$ cat config.mk
export PLATFORM = sky130hd
export DESIGN_NAME = dds_wave_gen
export DESIGN_NICKNAME = d
export VERILOG_FILES = /design/src/rtl/dds_wave_gen.sv
export SDC_FILE = /design/constraint.sdc
export NUM_CORES = 1
export LEC_CHECK = 0
export CORE_MARGIN = 10
export CORE_UTILIZATION = 25
export DETAILED_ROUTE_END_ITERATION = 12
export PLACE_DENSITY = 0.5
export SLEW_MARGIN = 20
export SYNTH_ARGS = -nofsm -noshare
export SYNTH_HDL_FRONTEND = slang
export SYNTH_SLANG_ARGS = --single-unit
$ cat constraint.sdc
create_clock -name sys_clk -period 7.63 [get_ports sys_clk]
set_clock_uncertainty 0.1 [all_clocks]
set_input_delay 0.763 -clock sys_clk [delete_from_list [all_inputs] [get_ports sys_clk]]
set_output_delay 0.763 -clock sys_clk [all_outputs]
set_load 0.005 [all_outputs]
$ cat src/rtl/dds_wave_gen.sv
// Direct digital synthesis waveform generator: selectable square/triangle/saw outputs with
// a midscale mute window on every waveform change and a pulse flag for invalid selections.
module dds_wave_gen #(
  parameter logic [31:0] FREQ_CTRL = 32'd86,
  parameter logic [15:0] MUTE_CYC  = 16'd16
) (
  input  logic       sys_clk,
  input  logic       sys_rst,
  input  logic [4:0] wave_sel,
  input  logic       key_flag,
  output logic [7:0] dac_data,
  output logic       wave_active,
  output logic       sel_err
);

  typedef enum logic [1:0] {StIdle, StMute, StRun} state_e;

  localparam logic [4:0] WaveSquare   = 5'd1;
  localparam logic [4:0] WaveTriangle = 5'd11;
  localparam logic [4:0] WaveSawUp    = 5'd23;
  localparam logic [4:0] WaveSawDown  = 5'd13;
  localparam logic [7:0] MidScale     = 8'd128;

  state_e      state_q, state_d;
  logic [31:0] acc_q, acc_d;
  logic [15:0] cnt_q, cnt_d;
  logic [4:0]  wave_q, wave_d;
  logic [7:0]  dac_q, dac_d;
  logic        active_q, active_d;
  logic        err_q, err_d;

  function automatic logic is_valid(input logic [4:0] code);
    return (code == WaveSquare) || (code == WaveTriangle) ||
           (code == WaveSawUp) || (code == WaveSawDown);
  endfunction

  function automatic logic [7:0] wave_fn(input logic [4:0] code, input logic [7:0] p);
    logic [7:0] dbl;
    dbl = {p[6:0], 1'b0};
    case (code)
      WaveSquare:   return p[7] ? 8'd0 : 8'd255;
      WaveTriangle: return p[7] ? (8'd255 - dbl) : dbl;
      WaveSawUp:    return p;
      WaveSawDown:  return 8'd255 - p;
      default:      return MidScale;
    endcase
  endfunction

  always_comb begin
    state_d = state_q;
    cnt_d   = cnt_q;
    wave_d  = wave_q;
    err_d   = 1'b0;
    if (key_flag && !is_valid(wave_sel)) begin
      state_d = StIdle;
      err_d   = 1'b1;
    end else if (key_flag && (state_q != StRun || wave_sel != wave_q)) begin
      // Same-code requests only bypass the mute window while already running.
      state_d = StMute;
      wave_d  = wave_sel;
      cnt_d   = MUTE_CYC - 16'd1;
    end else if (state_q == StMute) begin
      if (cnt_q == 16'd0) begin
        state_d = StRun;
      end else begin
        cnt_d = cnt_q - 16'd1;
      end
    end

    // The accumulator sits at zero outside RUN, so the first RUN sample is f(0).
    if (state_d == StRun) begin
      acc_d = acc_q + FREQ_CTRL;
      dac_d = wave_fn(wave_d, acc_q[31:24]);
    end else begin
      acc_d = 32'd0;
      dac_d = MidScale;
    end
    active_d = (state_d == StRun);
  end

  always_ff @(posedge sys_clk or posedge sys_rst) begin
    if (sys_rst) begin
      state_q  <= StIdle;
      acc_q    <= 32'd0;
      cnt_q    <= 16'd0;
      wave_q   <= 5'd0;
      dac_q    <= MidScale;
      active_q <= 1'b0;
      err_q    <= 1'b0;
    end else begin
      state_q  <= state_d;
      acc_q    <= acc_d;
      cnt_q    <= cnt_d;
      wave_q   <= wave_d;
      dac_q    <= dac_d;
      active_q <= active_d;
      err_q    <= err_d;
    end
  end

  assign dac_data    = dac_q;
  assign wave_active = active_q;
  assign sel_err     = err_q;

endmodule

# Word-level counts from Yosys, hierarchy flattened
# Index checks and enable logic that the tools add are counted.
[word_totals]
ff_bits = 65
output_inout_bits = 10
elab_cells = 50
[classes]
n_addsub = 4
eq_ne = 13
n_mux = 15
bitwise = 1
n_reduce_logical = 10
[ops]
columns = ["operator", "count"]
rows = [
  ["$mux W16", 3],
  ["$add A32 B7 Y32 const B", 1],
  ["$mux W32", 1],
  ["$pmux W8 S4", 1],
  ["$mux W8", 3],
  ["$eq A5 B4 Y1 const B", 4],
  ["$logic_not A16 Y1", 1],
  ["$sub A16 B1 Y16 const B", 1],
  ["$sub A8 B8 Y8 const A", 2],
  ["$eq A5 B1 Y1 const B", 2],
  ["$eq A5 B5 Y1 const B", 2],
  ["$mux W5", 2],
  ["$mux W2", 4],
  ["$ne A5 B5 Y1", 1],
  ["$logic_or A1 B1 Y1", 4],
  ["$ne A2 B2 Y1 const B", 2],
  ["$reduce_and A3 Y1", 1],
  ["$eq A2 B1 Y1 const B", 1],
  ["$eq A2 B2 Y1 const B", 1],
  ["$logic_and A1 B1 Y1", 2],
  ["$reduce_bool A2 Y1", 1],
  ["$logic_not A1 Y1", 1],
  ["$mux W1", 1],
  ["$not A1 Y1", 1],
]

# Depth between registers and ports, before layout
[logic_depth]
depth_word = 10
mapped_depth = 10
mapped_depth_nobuf = 9

# Least setup slack after synthesis
# Ideal clock, no wire load.
[synth_path]
path_type = "input to register"
from = "in wave_sel[2]"
to = "reg dac_q[1] (netlist: dac_data[1])"
arrival_time_ns = 3.055
t_required_ns = 7.464
setup_slack_ns = 4.409
cell_stages = 8
path_buffers = 1
cell_sequence = "clkbuf_1 -> nor4bb_1 -> a211oi_1 -> a211oi_2 -> mux2i_1 -> o211ai_2 -> a41oi_2 -> o31a_1"
[synth_between]
elab_chain_len = 10
word_cells_on_any_way = 23
cone_classes = "eq/ne (10); mux (6); reduce/logical (7)"
[synth_rtl]
columns = ["element", "line", "text"]
rows = [
  ["start: declaration", "9", "input logic [4:0] wave_sel,"],
  ["$eq A5 B1 Y1 / $eq A5 B4 Y1 (equally long branches)", "33", "return (code == WaveSquare) || (code == WaveTriangle) ||"],
  ["$logic_or A1 B1 Y1 (2 in a row)", "33", ""],
  ["$logic_or A1 B1 Y1", "34", "(code == WaveSawUp) || (code == WaveSawDown);"],
  ["$logic_not A1 Y1", "54", "if (key_flag && !is_valid(wave_sel)) begin"],
  ["$logic_and A1 B1 Y1", "54", ""],
  ["$mux W5", "54", ""],
  ["$eq A5 B4 Y1, or another cell as far along", "40", "case (code)"],
  ["$pmux W8 S4", "40", ""],
  ["$mux W8 *", "71", "if (state_d == StRun) begin"],
  ["via dac_d[1]", "28", "logic [7:0] dac_q, dac_d;"],
  ["end signal: assignment", "87", "dac_q <= MidScale;"],
  ["end: declaration", "28", ""],
]
# The timed path passes the listed nets; every way through them passes the cells marked *.
# A chain may end at the register's enable or synchronous reset.

# Worst setup path after layout
[layout_path]
from = "in wave_sel[3]"
to = "reg dac_q[3] (netlist: dac_data[3])"
# The elaborated chain is that of the path after synthesis.

==> reports/metrics.csv <==
stage,metric,value,unit
status,status,"finished, final reports clean",
critical_path,Worst R2R Start,wave_q[1]$_DFF_PP0_,
route,Avg WL per Cell,12.9,um
critical_path,CP endpoint kind,flop,
finish,fin area,0.00408,mm2
finish,diode count,0,
floorplan,Initial Utilization,25.6,%
synth,Yosys reg bits,64,
floorplan,Die Span X,137,um
route,post-route ant nets,0,
job,max cap viols,0,
critical_path,Crit Path Max Fanout,27,
clock_network,cts bufs inserted,9,
floorplan,die area,0.0188,mm2
synth,Synth Cell Area,0.00342,mm2
sta,Worst-Margin Slew,0.822,ns
sta,Max Slew Vio Count,0,
power,Sw Share,25.4,%
power,Worst VDD drop,0.155,mV
sta,WHS,0.366,ns
sta,RSZ-0062 raised after global routing,false,
finish,layout cells sized above 1,9.95,%
finish,Area Overhead vs Synth,19.3,%
placement,dpl cell area,0.00377,mm2
placement,gpl congestion,0.748,
grt,first-pass GRT wire length,13000,um
sta,Fin. Hold Viols,0,
grt,grt ovf,0,
route,initial DRC count,116,
synth,leading cell types by count after synthesis,"63 x dfrtp_1, 58 x nor2_1, 22 x xnor2_1",
critical_path,slowest cell on the critical path,mux2i_1,
critical_path,critical path's largest stage delay,0.74,ns
critical_path,R2R setup slack,4.40,ns
synth,Post-synth EDFFs,0,
synth,ranking of synthesized cells by area,"dfrtp_1 46%, nor2_1 6.4%, xnor2_1 5.6%",
route,Pre-Repair DR Iteration Count,4,
power,total power,0.000916,W
clock_network,worst-skew pair later-pin latency,0.33,ns
power,Switch Pwr,0.000233,W
placement,Post-DP HPWL,4840,um
sta,setup TNS,0,ns
finish,Final #Nets,387,
critical_path,critical path class,input pin to flop,
grt,initial antenna violation count,0,
grt,vias in the first global route,2652,
clock_network,Resize count post-CTS,0,
clock_network,worst-case clock buffer depth,2,
clock_network,clock transition at the registers of the reported paths,0.05,ns
synth,syn_area_per_cell,9.51,um2
finish,non-filler cells in the finished layout,558,
critical_path,CP Buf/Inv Count,2,
power,Comb power frac,12.2,%
power,Pwr Density,224,mW/mm2
synth,ys async rst share,100,%
clock_network,CTS Root Cell,clkbuf_16,
floorplan,core area,0.0133,mm2
synth,Unique masters post-synth,55,
synth,ys flop type,dfrtp_1,
clock_network,CTS Hold Bufs,0,
grt,largest net degree at the start of global routing,65,
route,mean number of vias per cell,4.51,
synth,most frequent cell after synthesis,dfrtp_1,
floorplan,IO Pins,18,
power,P_leak,1.63,nW
power,Sequential Power Share,42.5,%
synth,Synth Net Count,370,
min_path,Tightest Hold Check Type,flop to flop,
placement,Port Buffers,17,
placement,placed cells,541,
critical_path,WP data required,7.80,ns
floorplan,die height,137,um
clock_network,H-tree levels,3,
critical_path,largest delay contributor family on the critical path,compound AO/OA/AOI/OAI gates,
sta,Final min period,3.89,ns
route,Vias,2518,
sta,crit share post-route,51.0,%
clock_network,postcts setup bufs,0,
synth,Mapped Cells,360,
power,internal power,0.000683,W
critical_path,Worst Setup SP,wave_sel[3],
sta,fmax,257,MHz
sta,Final Setup Violations,0,
synth,post-synthesis sequential area ratio,46.8,%
clock_network,clk sink count,64,
synth,synth warn,0,
power,power share of the clock group,45.2,%
finish,Filler Cell Count,1436,
synth,"area leader, netlist",dfrtp_1,
route,# DRC,0,
floorplan,row count,42,
grt,GRT Total Usage,8.55,%
route,final wirelength,7190,um
critical_path,CP Cell Sequence,"clkdlybuf4s50_1, nor4bb_1, a211oi_1, a211oi_2, buf_4, mux2i_1, o211ai_2, a41oi_2, o31a_1",
synth,Synth top area share,46.1,%
critical_path,startpoint class of the critical path,input pin,
clock_network,CTS tree,yes,
sta,normalized max-slew margin,43.6,%
critical_path,crit path DAT,4.06,ns
min_path,Hold Path Origin,acc_q[1]$_DFF_PP0_,
-- metal layers --
metal | vias up | track usage (%) | share of wire (%)
li1 | 1271 | - | -
met4 | 0 | 3.98 | 1.2
met3 | 8 | 2.79 | 3.0
met1 | 1216 | 11.0 | 51
met5 | - | 0 | 0
met2 | 23 | 12.7 | 45
-- cells by family after synthesis --
logic type,synth area share (%)
flops,46.8
xor+xnor,10.5
buf+inv,3.51
fa+ha+maj,0.731
simple gates,24.2
compound gates,10.3
mux,3.91
-- through the flow --
step / setup WS, ns / util [%]
4_1_cts: 3.62 / 30.5
5_1_grt: 3.33 / 30.6
2_1_floorplan: 4.41 / -
3_3_place_gp: 3.40 / 28.3
6_report: 3.74 / 30.6
3_5_place_dp: 3.28 / 28.3
-- area by class of cell --
type	instances	area (um2)	share of cell area [%]
Clock buffer	14	264	6.46
Sequential cell	64	1600	39.2
Clock inverter	2	37.5	0.919
Tap cell	176	220	5.39
Inverter	17	63.8	1.56
Timing Repair Buffer	20	193	4.72
Multi-Input combinational cell	265	1700	41.7
-- power groups by stage --
stage	sequential (W)	combinational (W)	clock (W)
2_1_floorplan	0.000388	0.0000885	0
3_3_place_gp	0.000394	0.000110	0
3_5_place_dp	0.000395	0.000112	0
4_1_cts	0.000389	0.000113	0.000427
5_1_grt	0.000394	0.000129	0.000442
6_report	0.000390	0.000112	0.000414
-- cells in the final DEF, fill, tap and decap left out, drive strengths merged, types with 12 or more instances in the layout --
cell type / n
a21oi: 12
clkbuf: 15
clkdlybuf4s50: 17
dfrtp: 63
inv: 17
nand2: 18
nand3: 14
nor2: 58
nor3: 14
xnor2: 22
xor2: 19
-- worst reg2reg max path, delay by kind of cell (launching register included) --
| family | cells | cell delay, ns |
|---|---|---|
| AOI/OAI and AO/OA | 4 | 1.24 |
| muxes | 1 | 0.75 |
| DFF | 1 | 0.44 |
| buffers and inverters | 1 | 0.32 |
| and+or+nand+nor | 1 | 0.18 |
| xor gates and xnor gates | 1 | 0.15 |
-- flip-flops by register name, summed over array words and instances (netlist names) --
signal	flops
cnt_q	16
state_q	2
acc_q	31
sel_err	1
dac_data	8
wave_active	1
wave_q	5
-- path summary, 6_finish.rpt --
kind / cells past startpoint / endpoint
worst max-delay path: 9 / dac_data[3]$_DFF_PP0_
worst min-delay path: 1 / acc_q[1]$_DFF_PP0_
worst max register to register: 8 / dac_data[3]$_DFF_PP0_
worst min register to register: 1 / acc_q[1]$_DFF_PP0_
max in group asynchronous: 3 / wave_q[4]$_DFF_PP0_
min in group asynchronous: 3 / cnt_q[15]$_DFFE_PP0P_
Power figures use the tool's default switching activity.
